### src/rtl/inst_assembler_pkg.sv
`default_nettype none
// ============================================================================
// Module      : inst_assembler_pkg
// Description : Shared definitions for the instruction assembler: format
//               codes, RV32I opcodes, error codes, immediate range limits
//               and the FSM state type.
// Revision    : 1.0 - initial release
// ============================================================================
package inst_assembler_pkg;

  // Instruction format selectors (in_fmt); 6 and 7 are illegal
  localparam logic [2:0] C_FMT_IALU   = 3'd0;
  localparam logic [2:0] C_FMT_LOAD   = 3'd1;
  localparam logic [2:0] C_FMT_STORE  = 3'd2;
  localparam logic [2:0] C_FMT_BRANCH = 3'd3;
  localparam logic [2:0] C_FMT_JAL    = 3'd4;
  localparam logic [2:0] C_FMT_JALR   = 3'd5;

  // Major opcodes, one per format
  localparam logic [6:0] C_OP_IALU   = 7'b0010011;
  localparam logic [6:0] C_OP_LOAD   = 7'b0000011;
  localparam logic [6:0] C_OP_STORE  = 7'b0100011;
  localparam logic [6:0] C_OP_BRANCH = 7'b1100011;
  localparam logic [6:0] C_OP_JAL    = 7'b1101111;
  localparam logic [6:0] C_OP_JALR   = 7'b1100111;

  // err_code values
  localparam logic [1:0] C_ERR_NONE    = 2'd0;
  localparam logic [1:0] C_ERR_RANGE   = 2'd1;
  localparam logic [1:0] C_ERR_ALIGN   = 2'd2;
  localparam logic [1:0] C_ERR_BAD_FMT = 2'd3;

  // Signed immediate limits (byte offsets)
  localparam int C_IMM12_MIN  = -2048;
  localparam int C_IMM12_MAX  = 2047;
  localparam int C_IMM_BR_MIN = -4096;
  localparam int C_IMM_BR_MAX = 4094;
  localparam int C_IMM_J_MIN  = -1048576;
  localparam int C_IMM_J_MAX  = 1048574;
  localparam int C_SHAMT_MIN  = 0;
  localparam int C_SHAMT_MAX  = 31;

  typedef enum logic [0:0] {
    S_IDLE  = 1'b0,
    S_WRITE = 1'b1
  } state_e;

  // Immediate shifts are the only I-ALU forms that carry funct7
  function automatic logic is_shift(input logic [2:0] fmt, input logic [2:0] funct3);
    return (fmt == C_FMT_IALU) && ((funct3 == 3'b001) || (funct3 == 3'b101));
  endfunction

endpackage
`default_nettype wire

### src/rtl/inst_assembler_pack.sv
`default_nettype none
// ============================================================================
// Module      : inst_pack
// Description : Combinational encoder. Packs instruction fields into a
//               32-bit RV32I word and classifies the request.
// Ports       : fmt_i, rd_i, rs1_i, rs2_i, funct3_i, funct7_i, imm_i (fields)
//               word_o (packed word), illegal_o, code_o (prioritised error)
// Revision    : 1.0 - initial release
// ============================================================================
module inst_pack
  import inst_assembler_pkg::*;
(
  input  logic [2:0]  fmt_i,
  input  logic [4:0]  rd_i,
  input  logic [4:0]  rs1_i,
  input  logic [4:0]  rs2_i,
  input  logic [2:0]  funct3_i,
  input  logic [6:0]  funct7_i,
  input  logic [31:0] imm_i,
  output logic [31:0] word_o,
  output logic        illegal_o,
  output logic [1:0]  code_o
);

  logic signed [31:0] w_imm_s;
  logic               w_fmt_ok;
  logic               w_range_ok;
  logic               w_align_ok;

  assign w_imm_s = $signed(imm_i);

  always_comb begin
    word_o     = '0;
    w_fmt_ok   = 1'b1;
    w_range_ok = 1'b1;
    w_align_ok = 1'b1;

    case (fmt_i)
      C_FMT_IALU: begin
        if (is_shift(fmt_i, funct3_i)) begin
          w_range_ok = (w_imm_s >= C_SHAMT_MIN) && (w_imm_s <= C_SHAMT_MAX);
          word_o     = {funct7_i, imm_i[4:0], rs1_i, funct3_i, rd_i, C_OP_IALU};
        end else begin
          w_range_ok = (w_imm_s >= C_IMM12_MIN) && (w_imm_s <= C_IMM12_MAX);
          word_o     = {imm_i[11:0], rs1_i, funct3_i, rd_i, C_OP_IALU};
        end
      end
      C_FMT_LOAD: begin
        w_range_ok = (w_imm_s >= C_IMM12_MIN) && (w_imm_s <= C_IMM12_MAX);
        word_o     = {imm_i[11:0], rs1_i, funct3_i, rd_i, C_OP_LOAD};
      end
      C_FMT_JALR: begin
        w_range_ok = (w_imm_s >= C_IMM12_MIN) && (w_imm_s <= C_IMM12_MAX);
        word_o     = {imm_i[11:0], rs1_i, funct3_i, rd_i, C_OP_JALR};
      end
      C_FMT_STORE: begin
        w_range_ok = (w_imm_s >= C_IMM12_MIN) && (w_imm_s <= C_IMM12_MAX);
        word_o     = {imm_i[11:5], rs2_i, rs1_i, funct3_i, imm_i[4:0], C_OP_STORE};
      end
      C_FMT_BRANCH: begin
        w_range_ok = (w_imm_s >= C_IMM_BR_MIN) && (w_imm_s <= C_IMM_BR_MAX);
        w_align_ok = ~imm_i[0];
        word_o     = {imm_i[12], imm_i[10:5], rs2_i, rs1_i, funct3_i,
                      imm_i[4:1], imm_i[11], C_OP_BRANCH};
      end
      C_FMT_JAL: begin
        w_range_ok = (w_imm_s >= C_IMM_J_MIN) && (w_imm_s <= C_IMM_J_MAX);
        w_align_ok = ~imm_i[0];
        word_o     = {imm_i[20], imm_i[10:1], imm_i[11], imm_i[19:12], rd_i, C_OP_JAL};
      end
      default: begin
        w_fmt_ok = 1'b0;
      end
    endcase
  end

  // Priority: bad format, then range, then alignment
  always_comb begin
    code_o = C_ERR_NONE;
    if (!w_fmt_ok) begin
      code_o = C_ERR_BAD_FMT;
    end else if (!w_range_ok) begin
      code_o = C_ERR_RANGE;
    end else if (!w_align_ok) begin
      code_o = C_ERR_ALIGN;
    end
  end

  assign illegal_o = (code_o != C_ERR_NONE);

endmodule
`default_nettype wire

### src/rtl/inst_assembler.sv
`default_nettype none
// ============================================================================
// Module      : inst_assembler
// Description : Accepts instruction fields, encodes them into RV32I words
//               and streams them into instruction memory at consecutive
//               word addresses starting from a loadable base.
// Ports       : clk, rst (async, active high)
//               in_valid/in_ready + in_fmt/in_rd/in_rs1/in_rs2/in_funct3/
//               in_funct7/in_imm : field request handshake
//               load_start/load_base : set write pointer, clear status
//               mem_we/mem_addr/mem_wdata/mem_ready : memory write port
//               err/err_code : sticky first-error status
//               word_count   : words written since last load_start/reset
// Revision    : 1.0 - initial release
// ============================================================================
module inst_assembler
  import inst_assembler_pkg::*;
(
  input  logic        clk,
  input  logic        rst,
  input  logic        in_valid,
  output logic        in_ready,
  input  logic [2:0]  in_fmt,
  input  logic [4:0]  in_rd,
  input  logic [4:0]  in_rs1,
  input  logic [4:0]  in_rs2,
  input  logic [2:0]  in_funct3,
  input  logic [6:0]  in_funct7,
  input  logic [31:0] in_imm,
  input  logic        load_start,
  input  logic [31:0] load_base,
  output logic        mem_we,
  output logic [31:0] mem_addr,
  output logic [31:0] mem_wdata,
  input  logic        mem_ready,
  output logic        err,
  output logic [1:0]  err_code,
  output logic [15:0] word_count
);

  state_e      state_q, state_d;
  logic [31:0] addr_q, addr_d;
  logic [31:0] wdata_q, wdata_d;
  logic [15:0] count_q, count_d;
  logic        err_q, err_d;
  logic [1:0]  code_q, code_d;

  logic [31:0] w_word;
  logic        w_illegal;
  logic [1:0]  w_code;
  logic        w_accept;

  inst_pack u_pack (
    .fmt_i     (in_fmt),
    .rd_i      (in_rd),
    .rs1_i     (in_rs1),
    .rs2_i     (in_rs2),
    .funct3_i  (in_funct3),
    .funct7_i  (in_funct7),
    .imm_i     (in_imm),
    .word_o    (w_word),
    .illegal_o (w_illegal),
    .code_o    (w_code)
  );

  // rst is included so in_ready is low for the whole reset pulse
  assign in_ready = (state_q == S_IDLE) && !load_start && !rst;
  assign w_accept = in_valid && in_ready;

  always_comb begin
    state_d = state_q;
    addr_d  = addr_q;
    wdata_d = wdata_q;
    count_d = count_q;
    err_d   = err_q;
    code_d  = code_q;

    if (load_start) begin
      // Abort anything in flight; wdata keeps its last value
      state_d = S_IDLE;
      addr_d  = load_base;
      count_d = '0;
      err_d   = 1'b0;
      code_d  = C_ERR_NONE;
    end else begin
      case (state_q)
        S_IDLE: begin
          if (w_accept) begin
            if (!w_illegal) begin
              wdata_d = w_word;
              state_d = S_WRITE;
            end else if (!err_q) begin
              // Only the first error is recorded
              err_d  = 1'b1;
              code_d = w_code;
            end
          end
        end
        S_WRITE: begin
          if (mem_ready) begin
            addr_d  = addr_q + 32'd4;
            count_d = (count_q == 16'hFFFF) ? count_q : count_q + 16'd1;
            state_d = S_IDLE;
          end
        end
        default: begin
          state_d = S_IDLE;
        end
      endcase
    end
  end

  always_ff @(posedge clk or posedge rst) begin
    if (rst) begin
      state_q <= S_IDLE;
      addr_q  <= '0;
      wdata_q <= '0;
      count_q <= '0;
      err_q   <= 1'b0;
      code_q  <= C_ERR_NONE;
    end else begin
      state_q <= state_d;
      addr_q  <= addr_d;
      wdata_q <= wdata_d;
      count_q <= count_d;
      err_q   <= err_d;
      code_q  <= code_d;
    end
  end

  assign mem_we     = (state_q == S_WRITE);
  assign mem_addr   = addr_q;
  assign mem_wdata  = wdata_q;
  assign word_count = count_q;
  assign err        = err_q;
  assign err_code   = code_q;

endmodule
`default_nettype wire

### config.mk
export PLATFORM = sky130hd
export DESIGN_NAME = inst_assembler
export DESIGN_NICKNAME = d
export VERILOG_FILES = /design/src/rtl/inst_assembler_pkg.sv /design/src/rtl/inst_assembler_pack.sv /design/src/rtl/inst_assembler.sv
export SDC_FILE = /design/constraint.sdc
export NUM_CORES = 1
export LEC_CHECK = 0
export BUFFER_PORTS_ARGS = -buffer_cell sky130_fd_sc_hd__buf_2
export CAP_MARGIN = 30
export CORE_MARGIN = 5
export CORE_UTILIZATION = 45
export DETAILED_ROUTE_END_ITERATION = 7
export HOLD_SLACK_MARGIN = 0.06
export PLACE_DENSITY = 0.81
export SKIP_LAST_GASP = 1
export SLEW_MARGIN = 0
export SYNTH_ARGS = -nofsm -noshare
export SYNTH_HDL_FRONTEND = slang
export SYNTH_SLANG_ARGS = --single-unit
### constraint.sdc
create_clock -name clk -period 2.3 [get_ports clk]
set_input_delay 0.345 -clock clk [delete_from_list [all_inputs] [get_ports clk]]
set_output_delay 0.345 -clock clk [all_outputs]
set_load 0.005 [all_outputs]
==> results.py <==
metrics = {
    "run_status": {
        "outcome": "completed",
    },
    "worst_setup_path": {
        "critical_path_peak_fanout": 6,
        "worst-r2r-setup-slack_ps": 300,
        "critPathBufInv": 0,
        "worst-endpoint-arrival_ps": 2220,
        "worst_setup_path_end_kind": "register",
        "cp_cell_sequence": "and4_1 > and3_1 > nand4_1 > nor4_1 > xnor2_1 > o21ai_0",
        "crit-reg2reg-launch": "mem_addr[4]",
        "timing.critical_path.slowest_cell_delay_ps": 440,
        "critPathSlowestCell": "sky130_fd_sc_hd__dfrtp_1",
        "required_ps": 2520,
        "regToRegEndpoint": "mem_addr[31]",
        "setup.worst_path.class": "register to register",
        "r2r_cells": 6,
        "cp-start-kind": "register",
        "path_delay_family": "simple AND/OR/NAND/NOR gates",
    },
    "timing": {
        "whs_ps": 58.50,
        "slew_headroom": 0.5260,
        "transition_time_of_the_tightest_slew_check_pin_ps": 710.9,
        "setup_violations": 0,
        "timing.fmax_mhz": 499.3,
        "rsz0062_at_grt": "no",
        "final_worst_path_period_need_ps": 2003,
        "final_min_period_over_clock_period": 0.8708,
        "finalHoldViolCount": 0,
        "timing.final.ws_setup_ps": 297.2,
        "fin_skew_ps": 8.967,
        "timing.final.max_slew_violations": 0,
    },
    "power": {
        "peakVddDrop_uv": 372.4,
        "power_per_cell_area_nw_per_um2": 603.7,
        "cellLeakagePower_nw": 2.927,
    },
    "cts": {
        "cts_sinks": 83,
        "tritoncts": "done",
        "post_cts_resize_count": 0,
        "cts_inserted_buffers": 9,
        "max-clock-path-buffers": 2,
        "clkSlewWorstSetupHoldPaths_ps": 90,
        "clock_latency_ps": 360,
        "postCtsSetupRepairBufs": 0,
        "cts-hold-fix-buffers": 0,
        "h-tree-depth": 3,
        "clk_root_buffer_cell": "sky130_fd_sc_hd__clkbuf_8",
    },
    "placement": {
        "place_ws_ps": -90.55,
        "place.gp.congestion": 0.9150,
        "io_buffer_count": 181,
        "detailed_place_hpwl_um": 10370,
    },
    "route": {
        "drt-pass1-iter-count": 5,
        "drc": 0,
        "routed-via-count": 4352,
        "antenna_violating_nets_post_route": 0,
        "met3_wirelength_um": 1008,
        "dr_wl_cell_um": 16.27,
        "routed_metal_1_wire_length_um": 5288,
        "routed.top_layer": "met4",
        "detail_route.iter0.violations": 283,
        "route.final.wire_length_um": 13260,
        "avgViaCountPerCell": 5.340,
        "met2RoutedLength_um": 6633,
    },
    "synthesis": {
        "synth.top_cell.area_share": 0.4485,
        "synth.lib_cells_used.distinct": 54,
        "synth.yosys.warnings": 0,
        "post_synth.cell_area_avg_um2": 9.688,
        "yosys.area.top_type": "sky130_fd_sc_hd__dfrtp_1",
        "syn-num-nets": 579,
        "fraction_of_registers_with_async_set_or_reset_after_synthesis": 1.000,
        "synth_enable_flop_cells": 0,
        "postSynthRegisterBits": 83,
        "ys_dominant_reg_cell": "sky130_fd_sc_hd__dfrtp_1",
        "synth_area_um2": 4631,
        "synthCells": 478,
        "synth_sequential_area_ratio": 0.4485,
        "synth_area_leaders": "sky130_fd_sc_hd__dfrtp_1 (45%), sky130_fd_sc_hd__nand2_1 (5.2%), sky130_fd_sc_hd__mux2_2 (5.1%)",
    },
    "finish": {
        "filler_cell_count": 899,
        "syn2layout_area_growth_pct": 30.23,
        "drive_above_1_share": 0.3932,
        "antenna-diode-count": 0,
        "design.final.nets": 775,
        "area_taken_by_multi_input_logic_gates_um2": 2359,
        "seqCellArea_um2": 2077,
        "layout_commonest_cell": "sky130_fd_sc_hd__buf_2",
        "layout_common_cells": "sky130_fd_sc_hd__buf_2 (181), sky130_fd_sc_hd__dfrtp_1 (83), sky130_fd_sc_hd__nand2_1 (64)",
    },
    "grt": {
        "grt.total_usage": 0.2159,
        "grt_max_degree": 83,
        "globalRouteOverflowTotal": 0,
        "grt_pass1_vias": 4517,
        "first_pass_grt_wire_length_um": 22130,
        "antenna_violations_before_repair": 0,
    },
    "job": {
        "max_cap_violations": 0,
    },
    "floorplanning": {
        "num_rows": 37,
        "pin_count": 182,
        "core_area_um2": 10180,
        "die_y_um": 111.4,
        "fp.dieW_um": 111.4,
        "die_area_um2": 12420,
        "initial_utilization": 0.4547,
    },
    "min_path": {
        "holdCritPathClass": "input pin to async pin",
    },
}
[Yosys cell counts (10+ instances only)]
library cell	number
sky130_fd_sc_hd__nor3_1	10
sky130_fd_sc_hd__dfrtp_1	83
sky130_fd_sc_hd__xor2_1	20
sky130_fd_sc_hd__nor4_1	13
sky130_fd_sc_hd__xnor2_1	23
sky130_fd_sc_hd__nand4_1	21
sky130_fd_sc_hd__mux2_2	21
sky130_fd_sc_hd__nor2_1	34
sky130_fd_sc_hd__inv_1	16
sky130_fd_sc_hd__nand3_1	19
sky130_fd_sc_hd__nand2_1	64
sky130_fd_sc_hd__clkbuf_1	15
sky130_fd_sc_hd__o21ai_0	39
[routing by layer]
metal / up-vias / track usage
met5: - / 0
met4: 0 / 0.08191
met3: 27 / 0.05109
met2: 172 / 0.3659
met1: 2064 / 0.2682
li1: 2089 / -
[per-stage QoR]
| step | TNS [ps] | instances | cell area, um^2 | util | power (mW) |
|---|---|---|---|---|---|
| global placement | -1134 | 799 | 5814 | 0.5709 | 2.472 |
| detailed placement | -1423 | 799 | 5814 | 0.5709 | 2.501 |
| CTS | 0 | 815 | 6031 | 0.5921 | 3.676 |
| global route | 0 | 815 | 6031 | 0.5921 | 3.829 |
| finish | 0 | 815 | 6031 | 0.5921 | 3.641 |
| floorplan | 0 | 478 | 4634 | - | 2.111 |
[flip-flops by register name, summed over array words and instances (netlist names)]
signal and cells:
mem_we 1, mem_wdata 31, err 1, err_code 2
mem_addr 32, word_count 16
[logic make-up (layout without fill, tap and decap cells)]
| group | after synthesis | after routing | share of synthesized area |
|---|---|---|---|
| buf+inv | 41 | 242 | 0.04377 |
| simple gates | 190 | 190 | 0.2064 |
| xor+xnor | 43 | 43 | 0.08133 |
| mux | 37 | 37 | 0.09538 |
| compound gates | 80 | 80 | 0.1138 |
| flops | 83 | 83 | 0.4485 |
| fa+ha+maj | 4 | 4 | 0.01081 |
[worst max path at each step]
stage                             from            end  slack (ps)  cells past startpoint
after detailed placement    in_imm[29]   mem_wdata[4]         -90                      9
after CTS                   in_imm[29]   mem_wdata[3]         290                      9
after global routing      mem_addr[11]   mem_addr[24]          80                      6
after floorplan              in_fmt[0]  mem_wdata[10]         130                      9
after global placement      in_imm[25]   mem_wdata[3]         -70                      9
final                      mem_addr[4]   mem_addr[31]         300                      6
[layout make-up]
type	instances	area share
Tap cell	136	0.02822
Sequential cell	83	0.3444
Clock buffer	10	0.02116
Inverter	17	0.01120
Clock inverter	6	0.01473
Timing Repair Buffer	209	0.1892
Multi-Input combinational cell	354	0.3911
[power breakdown]
| group | leakage, nW | internal [mW] | switching (mW) |
|---|---|---|---|
| Combinational | 1.76 | 0.384 | 0.331 |
| Clock | 0.103 | 0.614 | 0.557 |
| Sequential | 1.07 | 1.62 | 0.130 |
| Total | 2.93 | 2.62 | 1.02 |
Note: power is estimated with default switching activity, not from simulation.
